<file path="src/rtl/field_arith_pkg.sv">
// Shared field-arithmetic definitions: operand width, driver FSM states and
// the counter-width helper used for the WAIT timeout.
package field_arith_pkg;

    localparam int unsigned F_NBITS = 8;

    typedef enum logic [1:0] {
        ST_IDLE = 2'd0,
        ST_FIRE = 2'd1,
        ST_WAIT = 2'd2
    } fsm_state_e;

    // Bits needed to count 0 .. n-1 (at least one bit).
    function automatic int unsigned cnt_width(input int unsigned n);
        return (n <= 2) ? 1 : $clog2(n);
    endfunction

endpackage

</file>
<file path="src/rtl/field_op_fifo.sv">
// Operand FIFO: power-of-two depth, wrap-bit pointers for full/empty,
// same-cycle push and pop allowed whenever the FIFO is not full.
module field_op_fifo #(
    parameter int unsigned WIDTH = 8,
    parameter int unsigned DEPTH = 4
) (
    input  logic             clk,
    input  logic             rst,
    input  logic             push,
    input  logic [WIDTH-1:0] din,
    output logic             full,
    input  logic             pop,
    output logic [WIDTH-1:0] dout,
    output logic             empty
);
    localparam int unsigned AW = $clog2(DEPTH);

    logic [WIDTH-1:0] mem_q [DEPTH];
    logic [AW:0]      wr_ptr_q, wr_ptr_d;
    logic [AW:0]      rd_ptr_q, rd_ptr_d;
    logic             push_ok, pop_ok;

    assign empty   = (wr_ptr_q == rd_ptr_q);
    assign full    = (wr_ptr_q[AW] != rd_ptr_q[AW]) &&
                     (wr_ptr_q[AW-1:0] == rd_ptr_q[AW-1:0]);
    assign push_ok = push & ~full;
    assign pop_ok  = pop & ~empty;
    assign dout    = mem_q[rd_ptr_q[AW-1:0]];

    always_comb begin
        wr_ptr_d = wr_ptr_q;
        rd_ptr_d = rd_ptr_q;
        if (push_ok) wr_ptr_d = wr_ptr_q + 1'b1;
        if (pop_ok)  rd_ptr_d = rd_ptr_q + 1'b1;
    end

    always_ff @(posedge clk) begin
        if (rst) begin
            wr_ptr_q <= '0;
            rd_ptr_q <= '0;
        end else begin
            wr_ptr_q <= wr_ptr_d;
            rd_ptr_q <= rd_ptr_d;
        end
    end

    always_ff @(posedge clk) begin
        if (push_ok) mem_q[wr_ptr_q[AW-1:0]] <= din;
    end

endmodule

</file>
<file path="src/rtl/field_arith_drv.sv">
// Driver for a field arithmetic unit: queues operand pairs, issues them one at
// a time with a single-cycle start strobe, and returns results in order.
module field_arith_drv
    import field_arith_pkg::*;
#(
    parameter int unsigned FIFO_DEPTH = 4,
    parameter int unsigned TAG_BITS   = 4,
    parameter int unsigned TIMEOUT    = 64
) (
    input  logic                clk,
    input  logic                rst,
    input  logic                in_valid,
    output logic                in_ready,
    input  logic [F_NBITS-1:0]  in_a,
    input  logic [F_NBITS-1:0]  in_b,
    input  logic [TAG_BITS-1:0] in_tag,
    output logic                out_valid,
    input  logic                out_ready,
    output logic [F_NBITS-1:0]  out_c,
    output logic [TAG_BITS-1:0] out_tag,
    output logic                arith_en,
    output logic [F_NBITS-1:0]  arith_a,
    output logic [F_NBITS-1:0]  arith_b,
    input  logic                arith_ready,
    input  logic                arith_ready_pulse,
    input  logic [F_NBITS-1:0]  arith_c,
    output logic                busy,
    output logic                timeout_err
);
    localparam int unsigned CW = cnt_width(TIMEOUT);
    localparam int unsigned DW = 2 * F_NBITS + TAG_BITS;

    fsm_state_e          state_q, state_d;
    logic [CW-1:0]       cnt_q, cnt_d;
    logic [F_NBITS-1:0]  a_q, a_d, b_q, b_d, c_q, c_d;
    logic [TAG_BITS-1:0] tag_q, tag_d, otag_q, otag_d;
    logic                ov_q, ov_d, err_q, err_d;

    logic                fifo_full, fifo_empty, fifo_pop;
    logic [DW-1:0]       fifo_dout;

    // Full FIFO refuses pushes even when a pop happens in the same cycle.
    assign in_ready = ~fifo_full & ~rst;

    field_op_fifo #(
        .WIDTH (DW),
        .DEPTH (FIFO_DEPTH)
    ) u_fifo (
        .clk   (clk),
        .rst   (rst),
        .push  (in_valid & in_ready),
        .din   ({in_tag, in_a, in_b}),
        .full  (fifo_full),
        .pop   (fifo_pop),
        .dout  (fifo_dout),
        .empty (fifo_empty)
    );

    always_comb begin
        state_d  = state_q;
        cnt_d    = cnt_q;
        a_d      = a_q;
        b_d      = b_q;
        tag_d    = tag_q;
        c_d      = c_q;
        otag_d   = otag_q;
        ov_d     = ov_q;
        err_d    = err_q;
        fifo_pop = 1'b0;
        if (ov_q && out_ready) ov_d = 1'b0;
        case (state_q)
            ST_IDLE: begin
                if (!fifo_empty && (!ov_q || out_ready) && arith_ready) begin
                    fifo_pop            = 1'b1;
                    {tag_d, a_d, b_d}   = fifo_dout;
                    state_d             = ST_FIRE;
                end
            end
            ST_FIRE: begin
                cnt_d   = '0;
                state_d = ST_WAIT;
            end
            ST_WAIT: begin
                // A pulse on the final counted cycle still completes the op.
                if (arith_ready_pulse) begin
                    c_d     = arith_c;
                    otag_d  = tag_q;
                    ov_d    = 1'b1;
                    cnt_d   = '0;
                    state_d = ST_IDLE;
                end else if (cnt_q == CW'(TIMEOUT - 1)) begin
                    err_d   = 1'b1;
                    cnt_d   = '0;
                    state_d = ST_IDLE;
                end else begin
                    cnt_d = cnt_q + 1'b1;
                end
            end
            default: state_d = ST_IDLE;
        endcase
    end

    always_ff @(posedge clk) begin
        if (rst) begin
            state_q <= ST_IDLE;
            cnt_q   <= '0;
            a_q     <= '0;
            b_q     <= '0;
            tag_q   <= '0;
            c_q     <= '0;
            otag_q  <= '0;
            ov_q    <= 1'b0;
            err_q   <= 1'b0;
        end else begin
            state_q <= state_d;
            cnt_q   <= cnt_d;
            a_q     <= a_d;
            b_q     <= b_d;
            tag_q   <= tag_d;
            c_q     <= c_d;
            otag_q  <= otag_d;
            ov_q    <= ov_d;
            err_q   <= err_d;
        end
    end

    assign arith_en    = (state_q == ST_FIRE);
    assign arith_a     = a_q;
    assign arith_b     = b_q;
    assign busy        = (state_q != ST_IDLE);
    assign out_valid   = ov_q;
    assign out_c       = c_q;
    assign out_tag     = otag_q;
    assign timeout_err = err_q;

endmodule

</file>
<file path="config.mk">
export PLATFORM = sky130hd
export DESIGN_NAME = field_arith_drv
export DESIGN_NICKNAME = d
export VERILOG_FILES = /design/src/rtl/field_arith_pkg.sv /design/src/rtl/field_op_fifo.sv /design/src/rtl/field_arith_drv.sv
export SDC_FILE = /design/constraint.sdc
export NUM_CORES = 1
export LEC_CHECK = 0
export ABC_AREA = 1
export CORE_ASPECT_RATIO = 1.2
export CORE_MARGIN = 5
export CORE_UTILIZATION = 26
export CTS_BUF_LIST = sky130_fd_sc_hd__clkbuf_2 sky130_fd_sc_hd__clkbuf_4 sky130_fd_sc_hd__clkbuf_8
export CTS_CLUSTER_SIZE = 16
export DETAILED_ROUTE_END_ITERATION = 7
export REMOVE_ABC_BUFFERS = 1
export SYNTH_ARGS = -nofsm -noshare
export SYNTH_HDL_FRONTEND = slang
export SYNTH_SLANG_ARGS = --single-unit
</file>
<file path="constraint.sdc">
create_clock -name clk -period 2.01 [get_ports clk]
set_input_delay 0.3015 -clock clk [delete_from_list [all_inputs] [get_ports clk]]
set_output_delay 0.3015 -clock clk [all_outputs]
set_load 0.005 [all_outputs]
</file>
==> results.md <==
* Synth Instances at 461
* Min Tclk post-route at 1840 ps
* Cell taking the most area after synthesis: edfxtp_1
* Share of layout cells above drive strength 1 at 19.2%
* Achievable Freq at 543 MHz
* Syn_area_per_cell at 11.1 µm²
* Worst path bufs/invs at 2
* Post-route setup TNS at 0 ps
* Sw frac at 26.7%
* Core Region at 19500 µm²
* Rows at 56
* Multi-input logic area at 1540 µm²
* Pin count of the biggest net entering global routing at 44
* Logic pwr share at 20.5%
* GP Congestion at 0.712
* IO Pins at 67
* Post-synthesis sequential area ratio at 65.4%
* Hpwl dp at 7190 µm
* Register bit total from synthesis at 128
* P_leak at 2.28 nW
* Buffers added on ports at 66
* Area grow syn2layout at 28.4%
* WL/cell at 13.7 µm
* Critical path class: reg -> out
* Final slew viol count at 0
* Worst-case clock buffer depth at 2
* Iter 0 DRT Violations at 267
* Placed Cells at 778
* DIE HEIGHT at 164 µm
* Worst-path cell chain: xnor2_2, nand3b_1, nand2_1, inv_1, dlygate4sd2_1
* Setup WS post-layout at 169 ps
* Highest-count cells in the layout ignoring fill and taps: edfxtp_1, nor2_1, clkdlybuf4s50_1
* Synth warnings at 0
* Routed WL at 11100 µm
* Area of the die at 22700 µm²
* RSZ-0062 raised after global routing: no
* CP Capture Type: output port
* Power Internal at 0.00501 W
* Clk pwr share at 34.6%
* Slowest CP cell: dfxtp_1
* CTS clk-pin slew, worst paths at 70 ps
* H-Tree Level Count at 4
* Top cells by area, synth: edfxtp_1, dfxtp_1, o21ai_0
* Final Setup Violations at 0
* CTS tree: built
* Fin Clk Skew at 11.5 ps
* Final-stage net count at 582
* Routed Antenna Nets at 0
* Total iterations of the first detailed-routing run at 5
* ANT cells at 0
* Data required, critical path at 1710 ps
* Global-route wire length before repair at 18500 µm
* NetSw at 0.00182 W
* CP Max Fanout at 4
* Global-route usage over all layers at 10.3%
* Congestion Overflow GR at 0
* Final-layout fill cell count at 2005
* DIE WIDTH at 138 µm
* Initial core utilization at 26.4%
* Startpoint types: flip-flop
* Status: complete, no violations
* Vias in the first global route at 3673
* CP max stage delay at 440 ps
* Initial antenna violation count at 0
* Slew @ Worst Pin at 465 ps
* Rel. slew slack at 69.0%
* Cts-stage hold buffer count at 0
* Period utilization at 91.6%
* Pre-CTS setup slack at 133 ps
* Finished Layout Cells at 812
* CP Data Arrival Time at 1540 ps
* Pwr Density at 1030 nW/µm²
* Cell family with most CP delay: flip-flops
* Vias post-DR at 3441
* Min-Delay Path Class: in -> reg
* # DRC at 0
* Max-cap violations at 0
* Mapped cell area at 5140 µm²
* Final hold slack at 233 ps
* Peak supply drop at 453 µV
* Most common cell after layout, fill and taps aside: edfxtp_1
* Seq pwr share at 44.9%
* Post-synth cell types at 33
* Clock root cell: clkbuf_8
* Clk sinks at 128
* Skew-Pair Late Insertion Delay at 430 ps
* Final count of hold timing violations at 0
* Share of the synthesized area in the top cell type at 46.7%
* Vias per Instance at 4.24
* CTS buffer count at 17
* Register area at 3370 µm²
-- routing by layer --
metal	global-route usage, %	up-vias	part of all wire [%]
met1	12.5	1591	45
li1	-	1738	-
met5	0	-	0
met3	3.90	9	6.4
met2	16.7	103	48
met4	4.00	0	1.2
-- stage by stage --
step	area, µm²	power (W)	utilization [%]
detailed placement	6130	0.00450	31.5
global placement	6130	0.00445	31.5
finish	6600	0.00683	33.9
CTS	6590	0.00690	33.8
global route	6600	0.00726	33.9
floorplan	4990	0.00388	-
-- state kept, by name (all words and copies together) (netlist names) --
register,count
arith_a,8
arith_b,8
cnt_q,6
out_c,8
out_tag,4
out_valid,1
state_q,2
tag_q,4
timeout_err,1
u_fifo.mem_q,80
u_fifo.rd_ptr_q,3
u_fifo.wr_ptr_q,3
-- repair_timing --
action / CTS / global route
cloned: 0 / 0
setup buffers: 2 / 0
resized for setup: 6 / 4
setup endpoints to repair: 2 / 1
-- path summary, 6_finish.rpt --
path	startpoint	slack [ps]	cells past startpoint	to
worst max register to register	u_fifo.wr_ptr_q[1]	190	8	u_fifo.mem_q[0][18]
worst min register to register	tag_q[2]	440	2	out_tag[2]
worst min-delay path	rst	230	4	u_fifo.wr_ptr_q[1]
worst max-delay path	u_fifo.wr_ptr_q[0]	170	5	in_ready
-- cell families (layout without fill, tap and decap cells) --
| logic type | after synthesis | in the layout | synth area share (%) |
|---|---|---|---|
| AO/OA/AOI/OAI | 110 | 110 | 12.9 |
| XOR/XNOR | 6 | 6 | 1.17 |
| buffers and inverters | 52 | 142 | 4.97 |
| adder cells (fa/ha/maj) | 10 | 10 | 2.43 |
| flip-flops | 128 | 128 | 65.4 |
| AND/OR/NAND/NOR | 155 | 155 | 13.1 |
-- power groups by stage --
| stage | Combinational [W] | Sequential (W) | Clock, W |
|---|---|---|---|
| 6_report | 0.00140 | 0.00307 | 0.00236 |
| 5_1_grt | 0.00158 | 0.00309 | 0.00258 |
| 4_1_cts | 0.00139 | 0.00307 | 0.00244 |
| 3_5_place_dp | 0.00138 | 0.00312 | 0 |
| 3_3_place_gp | 0.00133 | 0.00312 | 0 |
| 2_1_floorplan | 0.000726 | 0.00315 | 0 |
-- cell type report --
class | instances | area share (%)
timing repair buffer | 83 | 12.5
tap | 261 | 4.95
inverter | 27 | 1.57
sequential | 128 | 51.1
clock inverter | 11 | 2.48
clock buffer | 21 | 4.09
multi-input combinational | 281 | 23.4
-- synthesized netlist by cell type (all sizes together) --
cell    instances
a211oi          1
a21boi          1
a21oi          32
buf            13
clkbuf         12
dfxtp          48
edfxtp         80
ha             10
inv            27
nand2          69
nand3           9
nand3b          1
nand4           2
nor2           72
nor3            1
nor3b           1
o21a            1
o21ai          55
o22ai          20
xnor2           2
xor2            4
-- tightest hold or removal path, delay by kind of cell --
family / cells / cell delay, ps
buffers and inverters: 2 / 180
AND/OR/NAND/NOR: 2 / 150
(Power assumes the default switching activity.)
